**config.mk**
```make
export PLATFORM = sky130hd
export DESIGN_NAME = l0_feeder
export DESIGN_NICKNAME = d
export VERILOG_FILES = /design/src/rtl/l0_feeder.sv
export SDC_FILE = /design/constraint.sdc
export NUM_CORES = 1
export LEC_CHECK = 0
export ABC_AREA = 1
export BUFFER_PORTS_ARGS = -buffer_cell sky130_fd_sc_hd__buf_2
export CORE_MARGIN = 5
export CORE_UTILIZATION = 50
export CTS_CLUSTER_SIZE = 12
export DETAILED_ROUTE_END_ITERATION = 8
export PLACE_DENSITY = 0.87
export SETUP_SLACK_MARGIN = 0.5
export SLEW_MARGIN = 20
export SYNTH_ARGS = -nofsm -noshare
export SYNTH_HDL_FRONTEND = slang
export SYNTH_SLANG_ARGS = --single-unit
export TNS_END_PERCENT = 10
```
**constraint.sdc**
```tcl
create_clock -name clk -period 3.5 [get_ports clk]
set_clock_uncertainty 0.2 [all_clocks]
set_input_delay 1.05 -clock clk [delete_from_list [all_inputs] [get_ports clk]]
set_output_delay 1.05 -clock clk [all_outputs]
set_load 0.02 [all_outputs]
```
**src/rtl/l0_feeder.sv**
```systemverilog
// Activation feeder: streams a job of words from SRAM into the L0 FIFO bank
// through a one-entry skid register, then drives the staggered row read and flush.
module l0_feeder #(
  parameter int row    = 8,
  parameter int bw     = 4,
  parameter int addr_w = 11
) (
  input  logic                clk,
  input  logic                reset,
  input  logic                start,
  input  logic [addr_w-1:0]   base_addr,
  input  logic [6:0]          len,
  output logic                sram_cen,
  output logic                sram_wen,
  output logic [addr_w-1:0]   sram_addr,
  input  logic [row*bw-1:0]   sram_q,
  output logic                l0_wr,
  output logic [row*bw-1:0]   l0_in,
  input  logic                l0_full,
  output logic                l0_rd,
  output logic                busy,
  output logic                done
);

  localparam int dw    = row * bw;
  localparam int cnt_w = $clog2((row > 64 ? row : 64) + 1);

  localparam logic [1:0] s_idle  = 2'd0;
  localparam logic [1:0] s_fill  = 2'd1;
  localparam logic [1:0] s_drain = 2'd2;
  localparam logic [1:0] s_flush = 2'd3;

  logic [1:0]        state;
  logic [addr_w-1:0] base;
  logic [6:0]        len_q;
  logic [6:0]        issued;
  logic [6:0]        written;
  logic [cnt_w-1:0]  cnt;
  logic              pend;
  logic              skid_v;
  logic [dw-1:0]     skid_d;
  logic              done_q;

  logic              fill;
  logic              issue;
  logic              wr_skid;
  logic              wr_ret;
  logic              cap;
  logic [6:0]        written_nxt;

  // Read issue and write-back decisions; returning data goes to the skid when it cannot be written.
  always_comb begin
    fill        = (state == s_fill);
    issue       = fill && (issued < len_q) && !l0_full && !skid_v;
    wr_skid     = fill && skid_v && !l0_full;
    wr_ret      = fill && pend && !skid_v && !l0_full;
    cap         = fill && pend && !wr_ret;
    written_nxt = written + {6'd0, (wr_skid | wr_ret)};
  end

  // Output drive derived from state and the decisions above.
  always_comb begin
    sram_cen  = !issue;
    sram_wen  = 1'b1;
    sram_addr = base + addr_w'(issued);
    l0_wr     = wr_skid | wr_ret;
    if (skid_v) begin
      l0_in = skid_d;
    end else begin
      l0_in = sram_q;
    end
    l0_rd = (state == s_drain);
    busy  = (state != s_idle);
    done  = done_q;
  end

  // Datapath counters and skid register.
  always_ff @(posedge clk or posedge reset) begin
    if (reset) begin
      pend    <= 1'b0;
      skid_v  <= 1'b0;
      skid_d  <= '0;
      issued  <= 7'd0;
      written <= 7'd0;
    end else begin
      pend <= issue;
      if (start && (state == s_idle)) begin
        issued  <= 7'd0;
        written <= 7'd0;
      end else begin
        if (issue) begin
          issued <= issued + 7'd1;
        end else begin
          issued <= issued;
        end
        written <= written_nxt;
      end
      if (cap) begin
        skid_v <= 1'b1;
        skid_d <= sram_q;
      end else if (wr_skid) begin
        skid_v <= 1'b0;
      end else begin
        skid_v <= skid_v;
      end
    end
  end

  // Job sequencing: IDLE -> FILL -> DRAIN (len cycles) -> FLUSH (row cycles) -> done.
  always_ff @(posedge clk or posedge reset) begin
    if (reset) begin
      state  <= s_idle;
      base   <= '0;
      len_q  <= 7'd0;
      cnt    <= '0;
      done_q <= 1'b0;
    end else begin
      done_q <= 1'b0;
      case (state)
        s_idle: begin
          if (start) begin
            base  <= base_addr;
            len_q <= len;
            cnt   <= '0;
            if (len != 7'd0) begin
              state <= s_fill;
            end else begin
              done_q <= 1'b1;
            end
          end else begin
            state <= s_idle;
          end
        end
        s_fill: begin
          if (written_nxt == len_q) begin
            state <= s_drain;
            cnt   <= '0;
          end else begin
            state <= s_fill;
          end
        end
        s_drain: begin
          if (cnt == cnt_w'(len_q - 7'd1)) begin
            state <= s_flush;
            cnt   <= '0;
          end else begin
            cnt <= cnt + cnt_w'(1);
          end
        end
        s_flush: begin
          if (cnt == cnt_w'(row - 1)) begin
            state  <= s_idle;
            cnt    <= '0;
            done_q <= 1'b1;
          end else begin
            cnt <= cnt + cnt_w'(1);
          end
        end
        default: begin
          state <= s_idle;
          cnt   <= '0;
        end
      endcase
    end
  end

endmodule
```
==> flow_summary.html, run 1 <==
<table>
<tr><th>Metric</th><th>Value</th></tr>
<tr><th colspan="2">Clock network</th></tr>
<tr><td>Number of buffers created by CTS</td><td>9</td></tr>
<tr><td>Clock-pin transition on the worst setup and hold timing paths</td><td>0.09 ns</td></tr>
<tr><td>Clock buffer depth</td><td>2</td></tr>
<tr><td>CTS tree</td><td>yes</td></tr>
<tr><td># hold bufs at CTS</td><td>0</td></tr>
<tr><td>Clk_lat worst skew</td><td>0.35 ns</td></tr>
<tr><td>Clk Tree Root Cell</td><td>sky130_fd_sc_hd__clkbuf_8</td></tr>
<tr><td>Clk sink count</td><td>76</td></tr>
<tr><td>Number of H-tree branching levels</td><td>3</td></tr>
<tr><th colspan="2">Critical path</th></tr>
<tr><td>Data required time of the critical path</td><td>2.25 ns</td></tr>
<tr><td>Arrival time at the worst endpoint</td><td>2.24 ns</td></tr>
<tr><td>Endpoint type of the worst setup path</td><td>primary output</td></tr>
<tr><td>Type of origin of the critical path</td><td>flop</td></tr>
<tr><td>Crit path kind</td><td>flop to primary output</td></tr>
<tr><td>Maximum fanout encountered on the critical timing path</td><td>2</td></tr>
<tr><th colspan="2">Floorplanning</th></tr>
<tr><td>Die Span Y</td><td>106 µm</td></tr>
<tr><td>Top-Level Pins</td><td>103</td></tr>
<tr><td>Initial Util</td><td>0.505</td></tr>
<tr><td>Die Footprint</td><td>11200 µm²</td></tr>
<tr><td>Core region area</td><td>9060 µm²</td></tr>
<tr><td>Die Span X</td><td>106 µm</td></tr>
<tr><td>Num rows</td><td>35</td></tr>
<tr><th colspan="2">Synth</th></tr>
<tr><td>Yosys warnings</td><td>0</td></tr>
<tr><td>Primary FF master, synth</td><td>sky130_fd_sc_hd__dfrtp_1</td></tr>
<tr><td>Net count after synthesis</td><td>704</td></tr>
<tr><td>Count of flip-flops with a built-in enable after synthesis</td><td>0</td></tr>
<tr><td>Cell count after synthesis</td><td>627</td></tr>
<tr><td>Netlist area before placement</td><td>4580 µm²</td></tr>
<tr><td>Sequential share of the synthesized area</td><td>0.415</td></tr>
<tr><td>Per-instance average area after synthesis</td><td>7.30 µm²</td></tr>
<tr><td>Count of different cell masters after synthesis</td><td>27</td></tr>
<tr><td>Register bit count reported by yosys</td><td>76</td></tr>
<tr><td>Ys async rst share</td><td>1.00</td></tr>
<tr><th colspan="2">Routing</th></tr>
<tr><td>Final routed wire length divided by cell count</td><td>14.1 µm</td></tr>
<tr><td>Total vias in the final route</td><td>4511</td></tr>
<tr><td>Detailed-route DRC error count</td><td>0</td></tr>
<tr><td>Via-per-instance ratio</td><td>5.34</td></tr>
<tr><td>Router iterations before antenna repair</td><td>6</td></tr>
<tr><td>DRT iter0 DRCs</td><td>398</td></tr>
<tr><td>Number of antenna-violating nets in the routed design</td><td>0</td></tr>
<tr><td>Routed wire length</td><td>11.9 mm</td></tr>
<tr><th colspan="2">STA</th></tr>
<tr><td>Setup repair after global routing missed its margin</td><td>yes</td></tr>
<tr><td>Worst path setup slack after routing</td><td>0.00746 ns</td></tr>
<tr><td>Slew at the pin closest to its max-slew limit</td><td>0.760 ns</td></tr>
<tr><td>Count of final hold-check violations</td><td>0</td></tr>
<tr><td>Share of the clock period used by the worst path after layout</td><td>0.998</td></tr>
<tr><td>Max Freq</td><td>0.286 GHz</td></tr>
<tr><td>Setup TNS after final layout</td><td>0 ns</td></tr>
<tr><td># setup viols final</td><td>0</td></tr>
<tr><td>Post-layout minimum cycle time</td><td>3.49 ns</td></tr>
<tr><td>Final Max Slew Viols</td><td>0</td></tr>
<tr><td>Max_slew headroom</td><td>0.492</td></tr>
<tr><td>Worst slack on hold paths</td><td>0.292 ns</td></tr>
<tr><th colspan="2">Worst hold path</th></tr>
<tr><td>Type of the most critical hold path</td><td>flop to flop</td></tr>
<tr><th colspan="2">Global route</th></tr>
<tr><td>Via count of the first global-routing pass</td><td>4478</td></tr>
<tr><td>Maximum number of pins on one net before global-route repair</td><td>68</td></tr>
<tr><td>All-layer global routing usage</td><td>0.213</td></tr>
<tr><td>Number of antenna violations at the first check in global routing</td><td>0</td></tr>
<tr><td>First-pass GRT wire length</td><td>19.8 mm</td></tr>
<tr><td>Global-route congestion overflow total</td><td>0</td></tr>
<tr><th colspan="2">Placement</th></tr>
<tr><td>Number of placed cells counting well taps</td><td>825</td></tr>
<tr><td>Final weighted congestion in routability-driven placement</td><td>0.811</td></tr>
<tr><td>Number of buffer cells added on primary ports</td><td>101</td></tr>
<tr><td>Dpl cell area</td><td>5230 µm²</td></tr>
<tr><td>Detailed-placement wirelength estimate</td><td>8.54 mm</td></tr>
<tr><td>Post-Place Setup Slack</td><td>0.190 ns</td></tr>
<tr><th colspan="2">Finish</th></tr>
<tr><td>Core utilization of the finished layout</td><td>0.621</td></tr>
<tr><td>Fraction of final layout cells with drive strength greater than 1</td><td>0.236</td></tr>
<tr><td>Antenna cells</td><td>0</td></tr>
<tr><td>Area growth syn-to-layout</td><td>23.0%</td></tr>
<tr><td>Fill cells</td><td>754</td></tr>
<tr><td>Design area</td><td>5630 µm²</td></tr>
<tr><td>Final std cells w/o fill</td><td>844</td></tr>
<tr><td>Layout Nets</td><td>806</td></tr>
<tr><th colspan="2">Pwr</th></tr>
<tr><td>Cell area power density</td><td>807 nW/µm²</td></tr>
<tr><td>Cell leakage power</td><td>2.95 nW</td></tr>
<tr><td>Total chip power</td><td>4.55 mW</td></tr>
<tr><td>Worst voltage drop across the vdd grid</td><td>0.548 mV</td></tr>
<tr><th colspan="2">Flow run</th></tr>
<tr><td>Max-cap viol count</td><td>0</td></tr>
<tr><th colspan="2">Run status</th></tr>
<tr><td>Result of the run</td><td>finished clean</td></tr>
</table>
-- state kept, by name (all words and copies together) (netlist names), named ones only --
| register | flops |
|---|---|
| pend | 1 |
| written | 7 |
| base | 11 |
| issued | 7 |
| cnt | 7 |
| state | 1 |
| len_q | 7 |
| skid_d | 32 |
| skid_v | 1 |
| done | 1 |
-- worst max-delay path, cell delays in order (launching register included) --
cell and delay, ns:
sky130_fd_sc_hd__dfrtp_1 0.38, sky130_fd_sc_hd__ha_2 0.20, sky130_fd_sc_hd__inv_2 0.04, sky130_fd_sc_hd__fa_2 0.38, sky130_fd_sc_hd__nor2_2 0.11, sky130_fd_sc_hd__a211oi_2 0.07
sky130_fd_sc_hd__o21ai_2 0.16, sky130_fd_sc_hd__a21oi_2 0.09, sky130_fd_sc_hd__nor2_2 0.13, sky130_fd_sc_hd__xor2_2 0.18, sky130_fd_sc_hd__buf_6 0.14
-- path summary, 6_finish.rpt --
| check | to | startpoint | cells past startpoint | slack [ns] |
|---|---|---|---|---|
| max | sram_addr[8] | issued[0] | 10 | 0.007 |
| min | skid_d[23] | skid_d[23] | 2 | 0.29 |
| max reg2reg | cnt[4] | flop | 19 | 0.65 |
| min reg2reg | skid_d[23] | skid_d[23] | 2 | 0.29 |
| max in group asynchronous | len_q[4] | reset | 3 | 1.80 |
| min in group asynchronous | skid_d[3] | reset | 2 | 0.62 |
-- cells in the mapped netlist, types with 3 or more instances --
cell / instances / area [µm²]
sky130_fd_sc_hd__xor2_1: 13 / 114
sky130_fd_sc_hd__nand4_1: 8 / 50.1
sky130_fd_sc_hd__inv_1: 85 / 319
sky130_fd_sc_hd__nand3b_1: 3 / 22.5
sky130_fd_sc_hd__xnor2_1: 8 / 70.1
sky130_fd_sc_hd__o31ai_1: 5 / 37.5
sky130_fd_sc_hd__nand2_1: 183 / 687
sky130_fd_sc_hd__dfrtp_1: 76 / 1900
sky130_fd_sc_hd__clkbuf_1: 20 / 75.1
sky130_fd_sc_hd__o21ai_0: 85 / 425
sky130_fd_sc_hd__a21oi_1: 13 / 65.1
sky130_fd_sc_hd__ha_1: 22 / 275
sky130_fd_sc_hd__nand3_1: 52 / 260
sky130_fd_sc_hd__nor2_1: 37 / 139
sky130_fd_sc_hd__nand3_2: 3 / 30.0
-- timing repair --
action,in CTS,in global routing
endpoints found under the setup margin,10,19
setup buffers,4,0
pin swaps,7,11
gates resized for setup,10,38
-- power breakdown --
group	internal [mW]	switching, mW
Sequential	1.19	0.269
Combinational	0.853	1.49
Clock	0.403	0.345
-- cell usage in the layout (no fill, tap or decap), types with 3 or more instances in the layout --
master                     Yosys  final
sky130_fd_sc_hd__a21oi_1      13     10
sky130_fd_sc_hd__a21oi_2       1      3
sky130_fd_sc_hd__buf_2         0     94
sky130_fd_sc_hd__buf_4         1     15
sky130_fd_sc_hd__buf_6         1      3
sky130_fd_sc_hd__clkbuf_8      0      9
sky130_fd_sc_hd__dfrtp_1      76     70
sky130_fd_sc_hd__dfrtp_2       0      6
sky130_fd_sc_hd__ha_1         22     15
sky130_fd_sc_hd__ha_4          0      5
sky130_fd_sc_hd__inv_1        85     78
sky130_fd_sc_hd__inv_2         0      5
sky130_fd_sc_hd__nand2_1     183    178
sky130_fd_sc_hd__nand2_2       0      5
sky130_fd_sc_hd__nand3_1      52     51
sky130_fd_sc_hd__nand3_2       3      4
sky130_fd_sc_hd__nand3b_1      3      3
sky130_fd_sc_hd__nand4_1       8      8
sky130_fd_sc_hd__nor2_1       37     31
sky130_fd_sc_hd__nor2_2        2      8
sky130_fd_sc_hd__o21ai_0      85     83
sky130_fd_sc_hd__o31ai_1       5      5
sky130_fd_sc_hd__xnor2_1       8      8
sky130_fd_sc_hd__xor2_1       13     11
-- per-layer routing --
layer  wire [µm]  GRT usage  up-vias
li1            -          -     2204
met1        4850      0.251     2114
met2        6130      0.377      158
met3         563     0.0465       35
met4         357     0.0851        0
met5           0          0        -
-- cell type report --
| class | instances | area (µm²) | share of cell area |
|---|---|---|---|
| timing repair buffer | 113 | 637 | 0.113 |
| clock inverter | 5 | 86.3 | 0.0153 |
| tap | 111 | 139 | 0.0247 |
| clock buffer | 10 | 128 | 0.0227 |
| sequential | 76 | 1910 | 0.339 |
| inverter | 86 | 329 | 0.0584 |
| multi-input combinational | 443 | 2400 | 0.427 |
-- logic make-up (layout without fill, tap and decap cells) --
kind of cell             after synthesis  after routing  synth area share
other                                  1              1          0.000819
flip-flops                            76             76             0.415
buffers and inverters                108            214            0.0910
AND/OR/NAND/NOR                      291            291             0.266
XOR/XNOR                              21             21            0.0402
AO/OA/AOI/OAI                        107            107             0.122
adder cells (fa/ha/maj)               23             23            0.0645
Note: power is estimated with default switching activity, not from simulation.
==> run 2: changes to the inputs <==
--- a/config.mk
+++ b/config.mk
@@ -12,7 +12,6 @@
 export CTS_CLUSTER_SIZE = 12
 export DETAILED_ROUTE_END_ITERATION = 8
 export PLACE_DENSITY = 0.87
-export SETUP_SLACK_MARGIN = 0.5
 export SLEW_MARGIN = 20
 export SYNTH_ARGS = -nofsm -noshare
 export SYNTH_HDL_FRONTEND = slang
==> flow_summary.html, run 2 (same netlist as run 1, synthesis figures left out) <==
<table>
<tr><th>Metric</th><th>Value</th></tr>
<tr><th colspan="2">STA</th></tr>
<tr><td>Final Max Slew Viols</td><td>0 (unchanged)</td></tr>
<tr><td>Slew at the pin closest to its max-slew limit</td><td>0.812 ns (+0.0517 ns)</td></tr>
<tr><td>Max Freq</td><td>0.291 GHz (+1.6%)</td></tr>
<tr><td># setup viols final</td><td>0 (unchanged)</td></tr>
<tr><td>Post-layout minimum cycle time</td><td>3.44 ns (-0.0548 ns)</td></tr>
<tr><td>Setup repair after global routing missed its margin</td><td>yes</td></tr>
<tr><td>Share of the clock period used by the worst path after layout</td><td>0.982 (-0.0157)</td></tr>
<tr><td>Count of final hold-check violations</td><td>0 (unchanged)</td></tr>
<tr><td>Worst slack on hold paths</td><td>0.289 ns (-0.00305 ns)</td></tr>
<tr><td>Max_slew headroom</td><td>0.458 (-0.0342)</td></tr>
<tr><th colspan="2">Critical path</th></tr>
<tr><td>Crit path kind</td><td>flop to primary output</td></tr>
<tr><td>Delay of the slowest critical-path stage</td><td>0.37 ns (about the same)</td></tr>
<tr><td>Type of origin of the critical path</td><td>flop</td></tr>
<tr><td>Arrival time at the worst endpoint</td><td>2.19 ns (-0.05 ns)</td></tr>
<tr><td>Endpoint type of the worst setup path</td><td>primary output</td></tr>
<tr><td>Cells traversed along the worst timing path</td><td>ha_1 -&gt; inv_1 -&gt; fa_2 -&gt; nor2_4 -&gt; a211oi_4 -&gt; o21ai_2 -&gt; a21oi_2 -&gt; nor2_1 -&gt; xor2_1 -&gt; buf_4</td></tr>
<tr><td>FF-to-FF setup slack</td><td>0.43 ns (-0.22 ns)</td></tr>
<tr><td>Worst reg2reg path depth</td><td>19 (unchanged)</td></tr>
<tr><td>Data required time of the critical path</td><td>2.25 ns (about the same)</td></tr>
<tr><td>Launching instance or port of the critical path</td><td>issued[0]</td></tr>
<tr><td>Capturing point of the worst reg2reg path</td><td>cnt[4]</td></tr>
<tr><td>Worst path slowest cell</td><td>sky130_fd_sc_hd__dfrtp_1</td></tr>
<tr><td>Maximum fanout encountered on the critical timing path</td><td>2 (unchanged)</td></tr>
<tr><th colspan="2">Placement</th></tr>
<tr><td>Number of buffer cells added on primary ports</td><td>101 (unchanged)</td></tr>
<tr><td>Final weighted congestion in routability-driven placement</td><td>0.854 (+5.3%)</td></tr>
<tr><td>Detailed-placement wirelength estimate</td><td>8.51 mm (-0.35%)</td></tr>
<tr><th colspan="2">Finish</th></tr>
<tr><td>Biggest register</td><td>skid_d</td></tr>
<tr><td>Core utilization of the finished layout</td><td>0.604 (-0.0171)</td></tr>
<tr><td>Fraction of final layout cells with drive strength greater than 1</td><td>0.196 (-0.0398)</td></tr>
<tr><td>Area growth syn-to-layout</td><td>19.7%</td></tr>
<tr><td>Total area of sequential cells</td><td>1900 µm² (-0.26%)</td></tr>
<tr><td>Commonest cells after routing, fill and taps aside</td><td>183 x sky130_fd_sc_hd__nand2_1, 99 x sky130_fd_sc_hd__buf_2, 84 x sky130_fd_sc_hd__inv_1, 84 x sky130_fd_sc_hd__o21ai_0, 74 x sky130_fd_sc_hd__dfrtp_1</td></tr>
<tr><td>Antenna cells</td><td>0 (unchanged)</td></tr>
<tr><td>Top flop regs</td><td>skid_d x32, base x11</td></tr>
<tr><td>Most common cell after layout, fill and taps aside</td><td>sky130_fd_sc_hd__nand2_1</td></tr>
<tr><td>Layout Nets</td><td>807 (+0.12%)</td></tr>
<tr><td>Fill cells</td><td>804 (+6.6%)</td></tr>
<tr><td>Number of flip-flops in the largest register</td><td>32 (unchanged)</td></tr>
<tr><td>Footprint of the multi-input gates</td><td>2310 µm² (-3.7%)</td></tr>
<tr><th colspan="2">Pwr</th></tr>
<tr><td>Worst voltage drop across the vdd grid</td><td>0.487 mV (-11%)</td></tr>
<tr><td>Cell leakage power</td><td>2.96 nW (about the same)</td></tr>
<tr><td>Cell area power density</td><td>780 nW/µm² (-3.4%)</td></tr>
<tr><th colspan="2">Routing</th></tr>
<tr><td>DRT iter0 DRCs</td><td>280 (-30%)</td></tr>
<tr><td>Final routed wire length divided by cell count</td><td>13.2 µm (-6.1%)</td></tr>
<tr><td>Routed wire length</td><td>11.2 mm (-6.0%)</td></tr>
<tr><td>Via-per-instance ratio</td><td>5.23 (-2.2%)</td></tr>
<tr><td>Detailed-route DRC error count</td><td>0 (unchanged)</td></tr>
<tr><td>Number of antenna-violating nets in the routed design</td><td>0 (unchanged)</td></tr>
<tr><td>Total vias in the final route</td><td>4416 (-2.1%)</td></tr>
<tr><td>Router iterations before antenna repair</td><td>7 (+1)</td></tr>
<tr><th colspan="2">Clock network</th></tr>
<tr><td>Clk sink count</td><td>76 (unchanged)</td></tr>
<tr><td># hold bufs at CTS</td><td>0 (unchanged)</td></tr>
<tr><td>Clk Tree Root Cell</td><td>sky130_fd_sc_hd__clkbuf_8</td></tr>
<tr><td>Number of H-tree branching levels</td><td>3 (unchanged)</td></tr>
<tr><td>Clk_lat worst skew</td><td>0.34 ns (about the same)</td></tr>
<tr><td>CTS tree</td><td>yes</td></tr>
<tr><td>Clock-pin transition on the worst setup and hold timing paths</td><td>0.08 ns (about the same)</td></tr>
<tr><td>Number of buffers created by CTS</td><td>9 (unchanged)</td></tr>
<tr><td>Clock buffer depth</td><td>2 (unchanged)</td></tr>
<tr><th colspan="2">Worst hold path</th></tr>
<tr><td>Depth of the worst hold-timing path</td><td>2 (unchanged)</td></tr>
<tr><td>Endpoint with the worst hold slack</td><td>skid_d[24]</td></tr>
<tr><td>Type of the most critical hold path</td><td>flop to flop</td></tr>
<tr><td>Source of the worst hold timing path</td><td>skid_d[24]</td></tr>
<tr><th colspan="2">Floorplanning</th></tr>
<tr><td>Die Footprint</td><td>11200 µm² (unchanged)</td></tr>
<tr><td>Die Span X</td><td>106 µm (unchanged)</td></tr>
<tr><td>Initial Util</td><td>0.505 (unchanged)</td></tr>
<tr><td>Top-Level Pins</td><td>103 (unchanged)</td></tr>
<tr><td>Core region area</td><td>9060 µm² (unchanged)</td></tr>
<tr><td>Die Span Y</td><td>106 µm (unchanged)</td></tr>
<tr><td>Num rows</td><td>35 (unchanged)</td></tr>
<tr><th colspan="2">Global route</th></tr>
<tr><td>All-layer global routing usage</td><td>0.204 (-0.00950)</td></tr>
<tr><td>Global-route congestion overflow total</td><td>0 (unchanged)</td></tr>
<tr><td>Maximum number of pins on one net before global-route repair</td><td>68 (unchanged)</td></tr>
<tr><td>Number of antenna violations at the first check in global routing</td><td>0 (unchanged)</td></tr>
<tr><td>First-pass GRT wire length</td><td>19.0 mm (-3.9%)</td></tr>
<tr><td>Via count of the first global-routing pass</td><td>4368 (-2.5%)</td></tr>
<tr><th colspan="2">Flow run</th></tr>
<tr><td>Max-cap viol count</td><td>0 (unchanged)</td></tr>
<tr><th colspan="2">Run status</th></tr>
<tr><td>Result of the run</td><td>finished clean</td></tr>
</table>
[run 2: cell count changes in the layout (fill, tap and decap cells not counted), sizes merged]
cell	before	now
bufinv	2	1
clkinv	3	4
inv	85	86
clkinvlp	1	0
buf	113	114
[run 2: stage by stage]
stage	setup slack, ns	instances	cell area, µm²	setup TNS [ns]	power [mW]
after CTS	0.00387	844	5440	0	4.27
after detailed placement	0.0895	827	5200	0	3.56
after global placement	0.211	827	5200	0	3.47
after global routing	-0.0401	845	5480	-0.0736	4.66
final	0.0623	845	5480	0	4.27
after floorplan	0.282	627	4580	0	2.93
[run 2: worst max-delay path: cells and delay by family, from the launching register on]
kind	cells	cell delay, ns
and+or+nand+nor	2	0.24
adders and majority gates	2	0.53
AOI/OAI and AO/OA	3	0.31
buffers and inverters	2	0.22
DFF	1	0.37
xor gates and xnor gates	1	0.17
[run 2: area by class of cell]
| type | count | share of cell area |
|---|---|---|
| timing repair buffer | 114 | 0.111 |
| clock inverter | 5 | 0.0112 |
| multi-input combinational | 443 | 0.423 |
| sequential | 76 | 0.348 |
| clock buffer | 10 | 0.0233 |
| inverter | 86 | 0.0589 |
| tap | 111 | 0.0254 |
[run 2: per-layer routing]
layer | global-route usage | vias up | part of all wire
met4 | 0.0777 | 0 | 0.023
met5 | 0 | - | 0
li1 | - | 2200 | -
met2 | 0.356 | 128 | 0.52
met1 | 0.244 | 2061 | 0.41
met3 | 0.0465 | 27 | 0.055
[run 2: power breakdown]
group	leakage (nW)	internal, mW	switching [mW]
logic	1.88	0.765	1.42
registers	0.978	1.19	0.250
clock network	0.0967	0.330	0.326
[run 2: worst max-delay path by stage]
| stage | slack, ns | depth (start not counted) | end |
|---|---|---|---|
| floorplan | 0.28 | 9 | sram_addr[10] |
| global placement | 0.21 | 10 | sram_addr[10] |
| detailed placement | 0.09 | 10 | sram_addr[10] |
| CTS | 0.004 | 9 | sram_addr[10] |
| global route | -0.04 | 10 | sram_addr[10] |
| finish | 0.06 | 10 | sram_addr[8] |
[run 2: timing repair]
action	4_1_cts	5_1_grt
cloned	0	0
buffers inserted	2	1
setup endpoints to repair	3	4
gates resized for setup	9	5
pin swaps	3	2
